File: src/rtl/mem_stage.sv
// mem_stage: MEM pipeline stage with a req/ack data-memory handshake.
// A memory access latches its address, data and direction, then holds the
// pipeline with Stall until mem_ack arrives or the wait counter times out.
// Non-memory instructions pass straight through with no added latency.
module mem_stage #(
    parameter int TIMEOUT = 64
) (
    input  logic        clk,
    input  logic        rst_n,
    input  logic        MemRead,
    input  logic        MemWrite,
    input  logic        RegWrite,
    input  logic        MemtoReg,
    input  logic        PCS,
    input  logic        HALT,
    input  logic [15:0] ALU_Out,
    input  logic [15:0] StoreData,
    input  logic [15:0] PC_Inc,
    input  logic [3:0]  Rd,
    output logic        mem_req,
    output logic        mem_we,
    output logic [15:0] mem_addr,
    output logic [15:0] mem_wdata,
    input  logic [15:0] mem_rdata,
    input  logic        mem_ack,
    output logic        Stall,
    output logic        RegWrite_Out,
    output logic        MemtoReg_Out,
    output logic        PCS_Out,
    output logic        HALT_Out,
    output logic [15:0] ALU_Out_Out,
    output logic [15:0] DataMem_Out,
    output logic [15:0] PC_Inc_Out,
    output logic [3:0]  Rd_Out,
    output logic        MemErr
);

    typedef enum logic {IDLE = 1'b0, BUSY = 1'b1} state_t;

    // Last counter value before the access is abandoned.
    localparam logic [7:0] CNT_LAST = 8'(TIMEOUT - 1);

    state_t      state_q, state_d;
    logic        mem_we_q, mem_we_d;
    logic [15:0] mem_addr_q, mem_addr_d;
    logic [15:0] mem_wdata_q, mem_wdata_d;
    logic [7:0]  cnt_q, cnt_d;
    logic [15:0] rdata_q, rdata_d;
    logic        mem_err_q, mem_err_d;

    logic access;
    logic busy;
    logic timeout_hit;

    assign access      = MemRead | MemWrite;
    assign busy        = (state_q == BUSY);
    assign timeout_hit = busy & ~mem_ack & (cnt_q == CNT_LAST);

    // State register; reset drops any in-flight access immediately.
    always_ff @(posedge clk or negedge rst_n) begin
        if (!rst_n) begin
            state_q <= IDLE;
        end else begin
            state_q <= state_d;
        end
    end

    // Next state: start on access, finish on ack or timeout.
    always_comb begin
        state_d = state_q;
        case (state_q)
            IDLE:    if (access)                state_d = BUSY;
            BUSY:    if (mem_ack || timeout_hit) state_d = IDLE;
            default: state_d = IDLE;
        endcase
    end

    // Datapath next values: latch the request, count waits, capture data, flag errors.
    always_comb begin
        mem_we_d    = mem_we_q;
        mem_addr_d  = mem_addr_q;
        mem_wdata_d = mem_wdata_q;
        cnt_d       = cnt_q;
        rdata_d     = rdata_q;
        mem_err_d   = mem_err_q;
        if (!busy) begin
            if (access) begin
                // A simultaneous read+write request is treated as a write.
                mem_we_d    = MemWrite;
                mem_addr_d  = ALU_Out;
                mem_wdata_d = StoreData;
                cnt_d       = 8'd0;
            end
        end else if (mem_ack) begin
            rdata_d = mem_rdata;
        end else if (timeout_hit) begin
            mem_err_d = 1'b1;
        end else begin
            cnt_d = cnt_q + 8'd1;
        end
    end

    // Datapath registers.
    always_ff @(posedge clk or negedge rst_n) begin
        if (!rst_n) begin
            mem_we_q    <= 1'b0;
            mem_addr_q  <= 16'd0;
            mem_wdata_q <= 16'd0;
            cnt_q       <= 8'd0;
            rdata_q     <= 16'd0;
            mem_err_q   <= 1'b0;
        end else begin
            mem_we_q    <= mem_we_d;
            mem_addr_q  <= mem_addr_d;
            mem_wdata_q <= mem_wdata_d;
            cnt_q       <= cnt_d;
            rdata_q     <= rdata_d;
            mem_err_q   <= mem_err_d;
        end
    end

    // Outputs: stall, bubble insertion, forced halt on timeout, read-data bypass.
    always_comb begin
        Stall        = busy ? (~mem_ack & ~timeout_hit) : access;
        RegWrite_Out = ~Stall & RegWrite;
        HALT_Out     = timeout_hit | (~Stall & HALT);
        DataMem_Out  = (busy & mem_ack) ? mem_rdata : rdata_q;
    end

    assign mem_req      = busy;
    assign mem_we       = mem_we_q;
    assign mem_addr     = mem_addr_q;
    assign mem_wdata    = mem_wdata_q;
    assign MemErr       = mem_err_q;
    assign MemtoReg_Out = MemtoReg;
    assign PCS_Out      = PCS;
    assign ALU_Out_Out  = ALU_Out;
    assign PC_Inc_Out   = PC_Inc;
    assign Rd_Out       = Rd;

endmodule

File: config.mk
export PLATFORM = sky130hd
export DESIGN_NAME = mem_stage
export DESIGN_NICKNAME = d
export VERILOG_FILES = /design/src/rtl/mem_stage.sv
export SDC_FILE = /design/constraint.sdc
export NUM_CORES = 1
export LEC_CHECK = 0
export ABC_AREA = 1
export BUFFER_PORTS_ARGS = -buffer_cell sky130_fd_sc_hd__clkbuf_2
export CORE_MARGIN = 2
export CORE_UTILIZATION = 40
export CTS_BUF_LIST = sky130_fd_sc_hd__clkbuf_4 sky130_fd_sc_hd__clkbuf_8
export CTS_CLUSTER_SIZE = 12
export DETAILED_ROUTE_END_ITERATION = 16
export GPL_TIMING_DRIVEN = 0
export PLACE_DENSITY = 0.79
export SLEW_MARGIN = 20
export SYNTH_ARGS = -nofsm -noshare
export SYNTH_HDL_FRONTEND = slang
export SYNTH_SLANG_ARGS = --single-unit
File: constraint.sdc
create_clock -name clk -period 1.4 [get_ports clk]
set_input_delay 0.07 -clock clk [delete_from_list [all_inputs] [get_ports clk]]
set_output_delay 0.07 -clock clk [all_outputs]
set_load 0.02 [all_outputs]
==> flow_metrics.env, run 1 <==
export IMPL_status="finished, violations left"
export IMPL_violations="negative setup slack"
export IMPL_synth_most_common_cell="nand2_1"
export IMPL_wl_per_cell_um=13.7
export IMPL_crit_slowest_cell="dfrtp_1"
export IMPL_syn2layout_area_growth_pct=73.8
export IMPL_hp_class="in2reg"
export IMPL_syn_area_sq_mm=0.00272
export IMPL_cts_sinks=59
export IMPL_synth_top_area_share_pct=54.2
export IMPL_gp_congestion=0.822
export IMPL_grt_overflow_total=0
export IMPL_cts_root_buf="clkbuf_8"
export IMPL_worst_slew_pin_slew_ns=0.415
export IMPL_ys_ff_latch=59
export IMPL_insertedDiodeCount=0
export IMPL_ioPinCount=169
export IMPL_skew_ns=0.00578
export IMPL_io_buffers=146
export IMPL_die_width_um=86.5
export IMPL_grt_pass1_wl_mm=12.2
export IMPL_grt_usage_pct=21.1
export IMPL_start_kind="flip-flop"
export IMPL_drt_wl_total_mm=8.31
export IMPL_first_pass_iters=4
export IMPL_initial_core_util_pct=40.8
export IMPL_hold_depth=3
export IMPL_netlist_instances=293
export IMPL_antenna_found_initial=0
export IMPL_final_period_utilization_pct=113
export IMPL_clock_path_buffers=2
export IMPL_layout_setup_ws_ns=-0.187
export IMPL_placed_cells=520
export IMPL_synth_flop_cell="dfrtp_1"
export IMPL_maxSlewViolCount=0
export IMPL_yosysSeqAreaShare_pct=54.2
export IMPL_rsz0062_at_grt="true"
export IMPL_ant_nets=0
export IMPL_r2r_cells=11
export IMPL_hpwl_mm=4.59
export IMPL_synth_nets=371
export IMPL_cts_clk_slew_worst_paths_ns=0.07
export IMPL_first_iter_violations=66
export IMPL_final_nets=599
export IMPL_cts_buffers=9
export IMPL_hold_viol_final=0
export IMPL_yosysUniqueCellTypes=22
export IMPL_htreeDepth=3
export IMPL_arrival_ns=1.52
export IMPL_power_leakage_nw=2.64
export IMPL_routed_via_density=4.60
export IMPL_powerDensity_mw_per_mm2=1590
export IMPL_crit_top_cell="nand2_2"
export IMPL_ys_top_cells_by_area="dfrtp_1, nand2_1, buf_4, mux2_2, nand3_1"
export IMPL_grt_pass1_vias=2691
export IMPL_cp_cell_sequence="ha_4 -> nand3_4 -> inv_2 -> nand2_2 -> nand2_2 -> nand2_4 -> nor2_4 -> buf_8"
export IMPL_cts_tree="done"
export IMPL_fin_cells=606
export IMPL_layout_drive_gt1_share_pct=51.3
export IMPL_ys_warn_count=0
export IMPL_finalCriticalPeriod_ns=1.59
export IMPL_die_h_um=86.5
export IMPL_critPathKind="reg2out"
export IMPL_cap_violations=0
export IMPL_drc=0
export IMPL_core_area_sq_mm=0.00668
export IMPL_die_area_sq_mm=0.00749
export IMPL_vias=2789
export IMPL_syn_area_per_cell_sq_um=9.30
export IMPL_worst_ir_drop_vdd_mv=0.998
export IMPL_row_count=30
export IMPL_synth_common_cells="nand2_1, dfrtp_1, buf_4, mux2_2, nor2_1"
export IMPL_crit_path_max_fanout=5
export IMPL_ys_async_sr_fraction_pct=100
export IMPL_grt_max_degree=32
export IMPL_setup_violations=21
export IMPL_post_place_ws_ns=-0.161
export IMPL_insertion_delay_ns=0.32
export IMPL_max_slew_margin_pct=72.3
export IMPL_crit_required_ns=1.33
export IMPL_cp_end_kind="output port"
export IMPL_synth_largest_area_cell="dfrtp_1"
export IMPL_max_stage_delay_ns=0.40
export IMPL_synth_edff_count=0
export IMPL_fmax_mhz=630
==> where the power goes <==
group	leakage [nW]	internal (mW)	switching [mW]
clock	0.103	0.881	0.653
sequential	0.719	2.24	0.310
combinational	1.82	1.60	1.86
total	2.64	4.72	2.82
==> placed cells by master (no fill, tap or decap), drive strengths merged, types with 2 or more instances in the layout <==
master	instances
mux2	16
dfrtp	59
dlygate4sd3	46
inv	11
o21ai	7
a21oi	2
clkbuf	140
clkinv	3
nor2	11
nand3	9
nand2	128
buf	88
==> per-layer routing <==
metal  part of all wire, %  global-route usage (%)  vias up
li1                      -                       -     1326
met1                    37                    23.0     1298
met2                    54                    37.8      136
met3                   6.6                    5.43       29
met4                   3.3                    10.4        0
met5                     0                       0        -
==> repair_timing <==
item	in CTS	in global routing
gates cloned	0	1
hold endpoints to repair	74	0
resized for setup	37	54
endpoints found under the setup margin	28	50
pin swaps	4	4
setup buffers	16	7
hold buffers	46	0
==> flip-flops by register name (all words and copies together), names as in the netlist <==
register   count
mem_addr      16
rdata_q       16
mem_req        1
mem_we         1
MemErr         1
mem_wdata     16
cnt_q          8
==> logic make-up after synthesis <==
| group | Yosys count | share of synthesized area (%) |
|---|---|---|
| AO/OA/AOI/OAI | 9 | 2.48 |
| flip-flops | 59 | 54.2 |
| adder cells (fa/ha/maj) | 1 | 0.459 |
| buffers and inverters | 57 | 13.8 |
| XOR/XNOR | 2 | 0.643 |
| multiplexers | 16 | 6.61 |
| AND/OR/NAND/NOR | 149 | 21.8 |
==> metrics by stage <==
| step | total power [mW] | utilization (%) | hold slack, ns | instance area, sq um | TNS [ns] |
|---|---|---|---|---|---|
| 2_1_floorplan | 4.17 | - | -0.226 | 2750 | 0 |
| 3_3_place_gp | 5.00 | 53.6 | 0.264 | 3580 | -1.14 |
| 3_5_place_dp | 5.07 | 53.9 | 0.0572 | 3600 | -0.996 |
| 4_1_cts | 7.12 | 67.7 | -0.00965 | 4520 | -3.59 |
| 5_1_grt | 7.96 | 70.8 | 0.0122 | 4730 | -4.75 |
| 6_report | 7.54 | 70.8 | 0.0109 | 4730 | -3.47 |
==> path summary, 6_finish.rpt <==
kind                          start     endpoint  slack, ns
max in group asynchronous     rst_n      mem_req       0.66
min                        MemWrite       mem_we       0.01
min in group asynchronous     rst_n  mem_addr[8]       0.24
max                        cnt_q[1]     HALT_Out      -0.19
max reg2reg                cnt_q[1]     cnt_q[2]      -0.18
min reg2reg                  MemErr       MemErr       0.46
==> worst max-delay path, delay by kind of cell, from the launching register on <==
family                     cells  cell delay, ns
DFF                            1            0.40
and+or+nand+nor                5            0.43
buffers and inverters          2            0.19
adders and majority gates      1            0.16
==> final cells by class <==
cell class / instances / area [sq um]
clock inverters: 5 / 52.6
repair buffers: 217 / 1580
flip-flops and latches: 59 / 1480
inverters: 11 / 43.8
multi-input cells: 177 / 992
well taps: 80 / 100
clock buffers: 11 / 145
plain buffers: 46 / 344
fillers: 473 / 1950
(Power assumes the default switching activity.)
==> run 2, diff against run 1 <==
--- a/config.mk
+++ b/config.mk
@@ -12,8 +12,8 @@
 export CTS_BUF_LIST = sky130_fd_sc_hd__clkbuf_4 sky130_fd_sc_hd__clkbuf_8
 export CTS_CLUSTER_SIZE = 12
 export DETAILED_ROUTE_END_ITERATION = 16
-export GPL_TIMING_DRIVEN = 0
 export PLACE_DENSITY = 0.79
+export REMOVE_ABC_BUFFERS = 1
 export SLEW_MARGIN = 20
 export SYNTH_ARGS = -nofsm -noshare
 export SYNTH_HDL_FRONTEND = slang
==> constraint.sdc (replaced) <==
create_clock -name clk -period 1.4 [get_ports clk]
set_input_delay 0.21 -clock clk [delete_from_list [all_inputs] [get_ports clk]]
set_output_delay 0.21 -clock clk [all_outputs]
set_load 0.02 [all_outputs]
==> run 2 against run 1 <==
The run still ends with negative setup slack left. Routed wire length down 14%. Sequential cell count unchanged. Core utilization down 13 points. Critical endpoint is now DataMem_Out[0]. Largest cell class is now flip-flops and latches.
==> flow_metrics.env, run 2 (same netlist as run 1, synthesis figures left out) <==
export IMPL_row_count=30
export IMPL_finalCriticalPeriod_ns=1.76
export IMPL_grt_overflow_total=0
export IMPL_worst_ir_drop_vdd_mv=0.909
export IMPL_die_h_um=86.5
export IMPL_critPathBufInv=2
export IMPL_drt_wl_total_mm=7.10
export IMPL_placed_cells=470
export IMPL_die_width_um=86.5
export IMPL_final_period_utilization_pct=126
export IMPL_n_fill_cell=580
export IMPL_fin_cells=497
export IMPL_crit_slowest_cell="dfrtp_1"
export IMPL_htreeDepth=3
export IMPL_hold_viol_final=0
export IMPL_final_common_cell="nand2_1"
export IMPL_crit_path_max_fanout=8
export IMPL_core_area_sq_mm=0.00668
export IMPL_switchingPower_mw=2.65
export IMPL_insertedDiodeCount=0
export IMPL_rsz0062_at_grt="true"
export IMPL_grt_pass1_vias=2178
export IMPL_wl_per_cell_um=14.3
export IMPL_vias=2331
export IMPL_cp_cell_sequence="nand2_4 -> buf_12 -> mux2_2 -> buf_2"
export IMPL_status="finished, violations left"
export IMPL_setup_violations=24
export IMPL_die_area_sq_mm=0.00749
export IMPL_gp_congestion=0.879
export IMPL_start_kind="flip-flop"
export IMPL_seqCellArea_sq_mm=0.00148
export IMPL_ioPinCount=169
export IMPL_layout_drive_gt1_share_pct=49.4
export IMPL_power_internal_mw=4.82
export IMPL_cts_clk_slew_worst_paths_ns=0.07
export IMPL_power_leakage_nw=2.17
export IMPL_cap_violations=0
export IMPL_drc=0
export IMPL_io_buffers=124
export IMPL_totalPowerFinal_mw=7.46
export IMPL_initial_core_util_pct=40.8
export IMPL_swShare_pct=35.5
export IMPL_skew_ns=0.00655
export IMPL_fmax_mhz=569
export IMPL_grt_pass1_wl_mm=10.2
export IMPL_powerDensity_mw_per_mm2=1930
export IMPL_pwr_share_comb_pct=40.5
export IMPL_antenna_found_initial=0
export IMPL_layout_setup_ws_ns=-0.359
export IMPL_arrival_ns=1.55
export IMPL_critPathKind="reg2out"
export IMPL_cp_end_kind="output port"
export IMPL_routed_via_density=4.69
export IMPL_hpwl_mm=4.75
export IMPL_max_slew_margin_pct=77.2
export IMPL_clock_path_buffers=2
export IMPL_first_iter_violations=72
export IMPL_worst_slew_pin_slew_ns=0.341
export IMPL_seqPwrFrac_pct=33.7
export IMPL_hp_class="in2reg"
export IMPL_max_stage_delay_ns=0.43
export IMPL_grt_usage_pct=18.0
export IMPL_p_clk_share_pct=25.8
export IMPL_cts_buffers=9
export IMPL_violations="negative setup slack"
export IMPL_crit_required_ns=1.19
export IMPL_insertion_delay_ns=0.33
export IMPL_final_nets=490
export IMPL_multiInputGateArea_sq_um=980
export IMPL_cts_sinks=59
export IMPL_first_pass_iters=4
export IMPL_critPathTopFamily="flip-flops"
export IMPL_grt_max_degree=60
export IMPL_setup_tns_ns=-6.29
export IMPL_ant_nets=0
export IMPL_layout_common_cells="nand2_1, clkbuf_2, dfrtp_1"
export IMPL_syn2layout_area_growth_pct=41.8
export IMPL_cts_root_buf="clkbuf_8"
export IMPL_maxSlewViolCount=0
export IMPL_cts_tree="done"
## run 2: cell type report
type                       count  area share, %
clock inverter                 4           2.53
sequential                    59           38.2
clock buffer                  12           3.95
multi-input combinational    177           25.4
inverter                      11           1.07
timing repair buffer         154           26.3
tap                           80           2.59
## run 2: worst paths after layout
check                             start             end  slack [ns]  depth (start not counted)
setup / recovery                mem_req  DataMem_Out[0]       -0.36                          4
hold / removal             StoreData[2]    mem_wdata[2]        0.07                          3
setup reg to reg               cnt_q[0]        cnt_q[4]       -0.18                         11
hold reg to reg                  MemErr          MemErr        0.47                          2
max in group asynchronous         rst_n    mem_wdata[1]        0.71                          3
min in group asynchronous         rst_n        cnt_q[3]        0.40                          3
## run 2: what timing repair did
action | CTS | global route
pin swaps | 3 | 2
setup buffers | 4 | 5
endpoints found under the hold margin | 59 | 0
setup endpoints to repair | 26 | 27
cloned | 0 | 1
hold buffers | 1 | 0
gates resized for setup | 12 | 71
## run 2: power by group through the flow
stage | combinational [mW] | clock [mW] | sequential (mW)
after CTS | 2.56 | 1.97 | 2.50
after floorplan | 0.997 | 0 | 2.93
after detailed placement | 2.50 | 0 | 2.51
after global routing | 3.24 | 2.05 | 2.57
final | 3.02 | 1.93 | 2.52
after global placement | 2.44 | 0 | 2.50
## run 2: metrics by stage
step                      util (%)  area, sq um  hold slack, ns  setup WS [ns]
after floorplan                  -         2390         -0.0856         -0.486
after global placement        49.3         3290           0.242         0.0301
after detailed placement      49.3         3290           0.246        -0.0755
after CTS                     54.1         3610          0.0569         -0.358
after global routing          57.8         3860          0.0690         -0.406
final                         57.8         3860          0.0713         -0.359
## run 2: tightest hold or removal path, stage by stage
cell and delay, ns:
clkbuf_2 0.08, nand2_1 0.04, nand2_1 0.04
## run 2: metal layers
layer	GRT usage (%)	up-vias	wire, um
met1	21.6	1095	2970
met4	7.24	0	108
met3	8.10	11	648
met2	27.9	110	3380
met5	4.20	-	0
li1	-	1115	-
==> run 3, diff against run 2 <==
--- a/config.mk
+++ b/config.mk
@@ -6,13 +6,12 @@
 export NUM_CORES = 1
 export LEC_CHECK = 0
 export ABC_AREA = 1
-export BUFFER_PORTS_ARGS = -buffer_cell sky130_fd_sc_hd__clkbuf_2
 export CORE_MARGIN = 2
-export CORE_UTILIZATION = 40
+export CORE_UTILIZATION = 45
 export CTS_BUF_LIST = sky130_fd_sc_hd__clkbuf_4 sky130_fd_sc_hd__clkbuf_8
 export CTS_CLUSTER_SIZE = 12
 export DETAILED_ROUTE_END_ITERATION = 16
-export PLACE_DENSITY = 0.79
+export DONT_BUFFER_PORTS = 1
 export REMOVE_ABC_BUFFERS = 1
 export SLEW_MARGIN = 20
 export SYNTH_ARGS = -nofsm -noshare
==> run 3 against run 2 <==
The flow finishes with violations (negative hold slack, negative setup slack). Hold slack worse by 0.49 ns. Register-to-register slack improved by 0.12 ns. Worst setup slack better by 0.069 ns. Non-clock buffer count fell by 95. Sequential power up 19%. Clock power shrank 13%. Maximum frequency is 4.1% higher. Routed wire length decreased by 7.1%. Cell count shrank 20%.
==> flow_metrics.env, run 3 (same netlist as run 1, synthesis figures left out) <==
export IMPL_ant_nets=0
export IMPL_power_internal_mw=4.03
export IMPL_switchingPower_mw=2.35
export IMPL_cts_tree="done"
export IMPL_power_leakage_nw=1.72
export IMPL_row_count=28
export IMPL_max_slew_margin_pct=82.8
export IMPL_critPathTopFamily="simple AND/OR/NAND/NOR gates"
export IMPL_vias=1978
export IMPL_die_width_um=81.8
export IMPL_cts_buffers=9
export IMPL_drt_wl_total_mm=6.60
export IMPL_htreeDepth=3
export IMPL_status="finished, violations left"
export IMPL_arrival_ns=1.48
export IMPL_maxSlewViolCount=0
export IMPL_start_kind="flip-flop"
export IMPL_fmax_mhz=592
export IMPL_antenna_found_initial=0
export IMPL_grt_overflow_total=0
export IMPL_cts_sinks=59
export IMPL_finish_instance_area_sq_mm=0.00337
export IMPL_grt_pass1_vias=2002
export IMPL_powerDensity_mw_per_mm2=1900
export IMPL_first_iter_violations=77
export IMPL_layout_drive_gt1_share_pct=24.6
export IMPL_gr_usage_met3_pct=12.6
export IMPL_cp_end_kind="output port"
export IMPL_totalPowerFinal_mw=6.38
export IMPL_setup_tns_ns=-3.62
export IMPL_violations="negative hold slack, negative setup slack"
export IMPL_drc=0
export IMPL_die_area_sq_mm=0.00669
export IMPL_layout_common_cells="nand2_1, dfrtp_1, dlygate4sd3_1"
export IMPL_seqPwrFrac_pct=46.8
export IMPL_core_area_sq_mm=0.00589
export IMPL_clock_path_buffers=2
export IMPL_critPathBufInv=2
export IMPL_final_nets=395
export IMPL_hold_viol_final=59
export IMPL_insertedDiodeCount=0
export IMPL_whs_ns=-0.422
export IMPL_grtUsageMet1_pct=23.4
export IMPL_io_buffers=0
export IMPL_rsz0062_at_grt="true"
export IMPL_placed_cells=341
export IMPL_worst_slew_pin_slew_ns=0.259
export IMPL_critPathKind="reg2out"
export IMPL_crit_slowest_cell="dfrtp_1"
export IMPL_hpwl_mm=4.22
export IMPL_gp_congestion=0.809
export IMPL_crit_required_ns=1.19
export IMPL_cts_clk_slew_worst_paths_ns=0.07
export IMPL_crit_path_max_fanout=3
export IMPL_insertion_delay_ns=0.32
export IMPL_cap_violations=0
export IMPL_swShare_pct=36.9
export IMPL_routed_via_density=4.99
export IMPL_wl_per_cell_um=16.7
export IMPL_die_h_um=81.8
export IMPL_p_clk_share_pct=26.3
export IMPL_grt_usage_pct=20.2
export IMPL_grt_busiest_layer="met2"
export IMPL_worst_ir_drop_vdd_mv=1.03
export IMPL_placed_area_sq_mm=0.00265
export IMPL_pwr_share_comb_pct=26.9
export IMPL_initial_core_util_pct=46.3
export IMPL_layout_setup_ws_ns=-0.290
export IMPL_ioPinCount=169
export IMPL_first_pass_iters=4
export IMPL_syn2layout_area_growth_pct=23.6
export IMPL_setup_violations=21
export IMPL_skew_ns=0.00553
export IMPL_grt_pass1_wl_mm=9.82
export IMPL_fin_cells=396
export IMPL_crit_top_cell="nand2_2"
export IMPL_max_stage_delay_ns=0.36
export IMPL_use_met2_pct=30.4
export IMPL_final_common_cell="nand2_1"
export IMPL_cp_cell_sequence="ha_2 -> nand3_2 -> inv_2 -> nand2_2 -> nand2_2 -> nand2_2 -> nor2_2 -> buf_6"
export IMPL_grt_max_degree=60
export IMPL_hp_class="in2async"
export IMPL_final_period_utilization_pct=121
export IMPL_finalCriticalPeriod_ns=1.69
export IMPL_cts_root_buf="clkbuf_8"
run 3: cell types whose count changed in the layout (fill, tap and decap cells not counted), sizes merged:
cell | previous run | this run
clkinv | 0 | 2
bufinv | 3 | 2
dlygate4sd3 | 1 | 31
buf | 46 | 27
clkbuf | 119 | 11
run 3: what timing repair did:
action | in CTS | in global routing
cloned | 0 | 1
endpoints found under the setup margin | 22 | 28
buffers inserted | 7 | 2
hold buffers | 30 | 1
pin swaps | 3 | 4
gates resized for setup | 23 | 7
endpoints found under the hold margin | 89 | 60
run 3: power by group through the flow:
stage / Sequential [mW] / Clock (mW) / Combinational, mW
after floorplan: 2.93 / 0 / 0.997
after global placement: 2.99 / 0 / 1.37
after detailed placement: 2.99 / 0 / 1.41
after CTS: 2.99 / 1.72 / 1.64
after global routing: 3.06 / 1.81 / 1.90
final: 2.99 / 1.68 / 1.72
run 3: layout make-up:
cell class / count / area, sq um
sequential: 59 / 1480
inverter: 11 / 41.3
clock inverter: 5 / 77.6
tap: 75 / 93.8
clock buffer: 10 / 138
fill: 492 / 2520
timing repair buffer: 59 / 571
multi-input combinational: 177 / 970
run 3: worst paths after layout:
kind                            cells after the start            to  slack, ns    startpoint
worst max-delay path                                8      HALT_Out      -0.29      cnt_q[0]
worst min-delay path                                0   rdata_q[14]      -0.42         rst_n
worst max register to register                      8      cnt_q[6]      -0.06      cnt_q[0]
worst min register to register                      1   rdata_q[15]       0.55   rdata_q[15]
max in group asynchronous                           0  mem_wdata[6]       1.73         rst_n
min in group clk                                    2  mem_wdata[4]       0.01  StoreData[4]
run 3: per-layer routing:
layer	vias up	part of all wire, %
met5	-	0.56
li1	915	-
met1	918	39
met4	2	1.2
met3	11	11
met2	132	49
run 3: stage by stage:
stage                     utilization, %  worst slack [ns]
after floorplan                        -            -0.486
after global routing                57.2            -0.388
after CTS                           56.0            -0.277
after global placement              45.0         -0.000110
after detailed placement            45.0           -0.0324
final                               57.2            -0.290
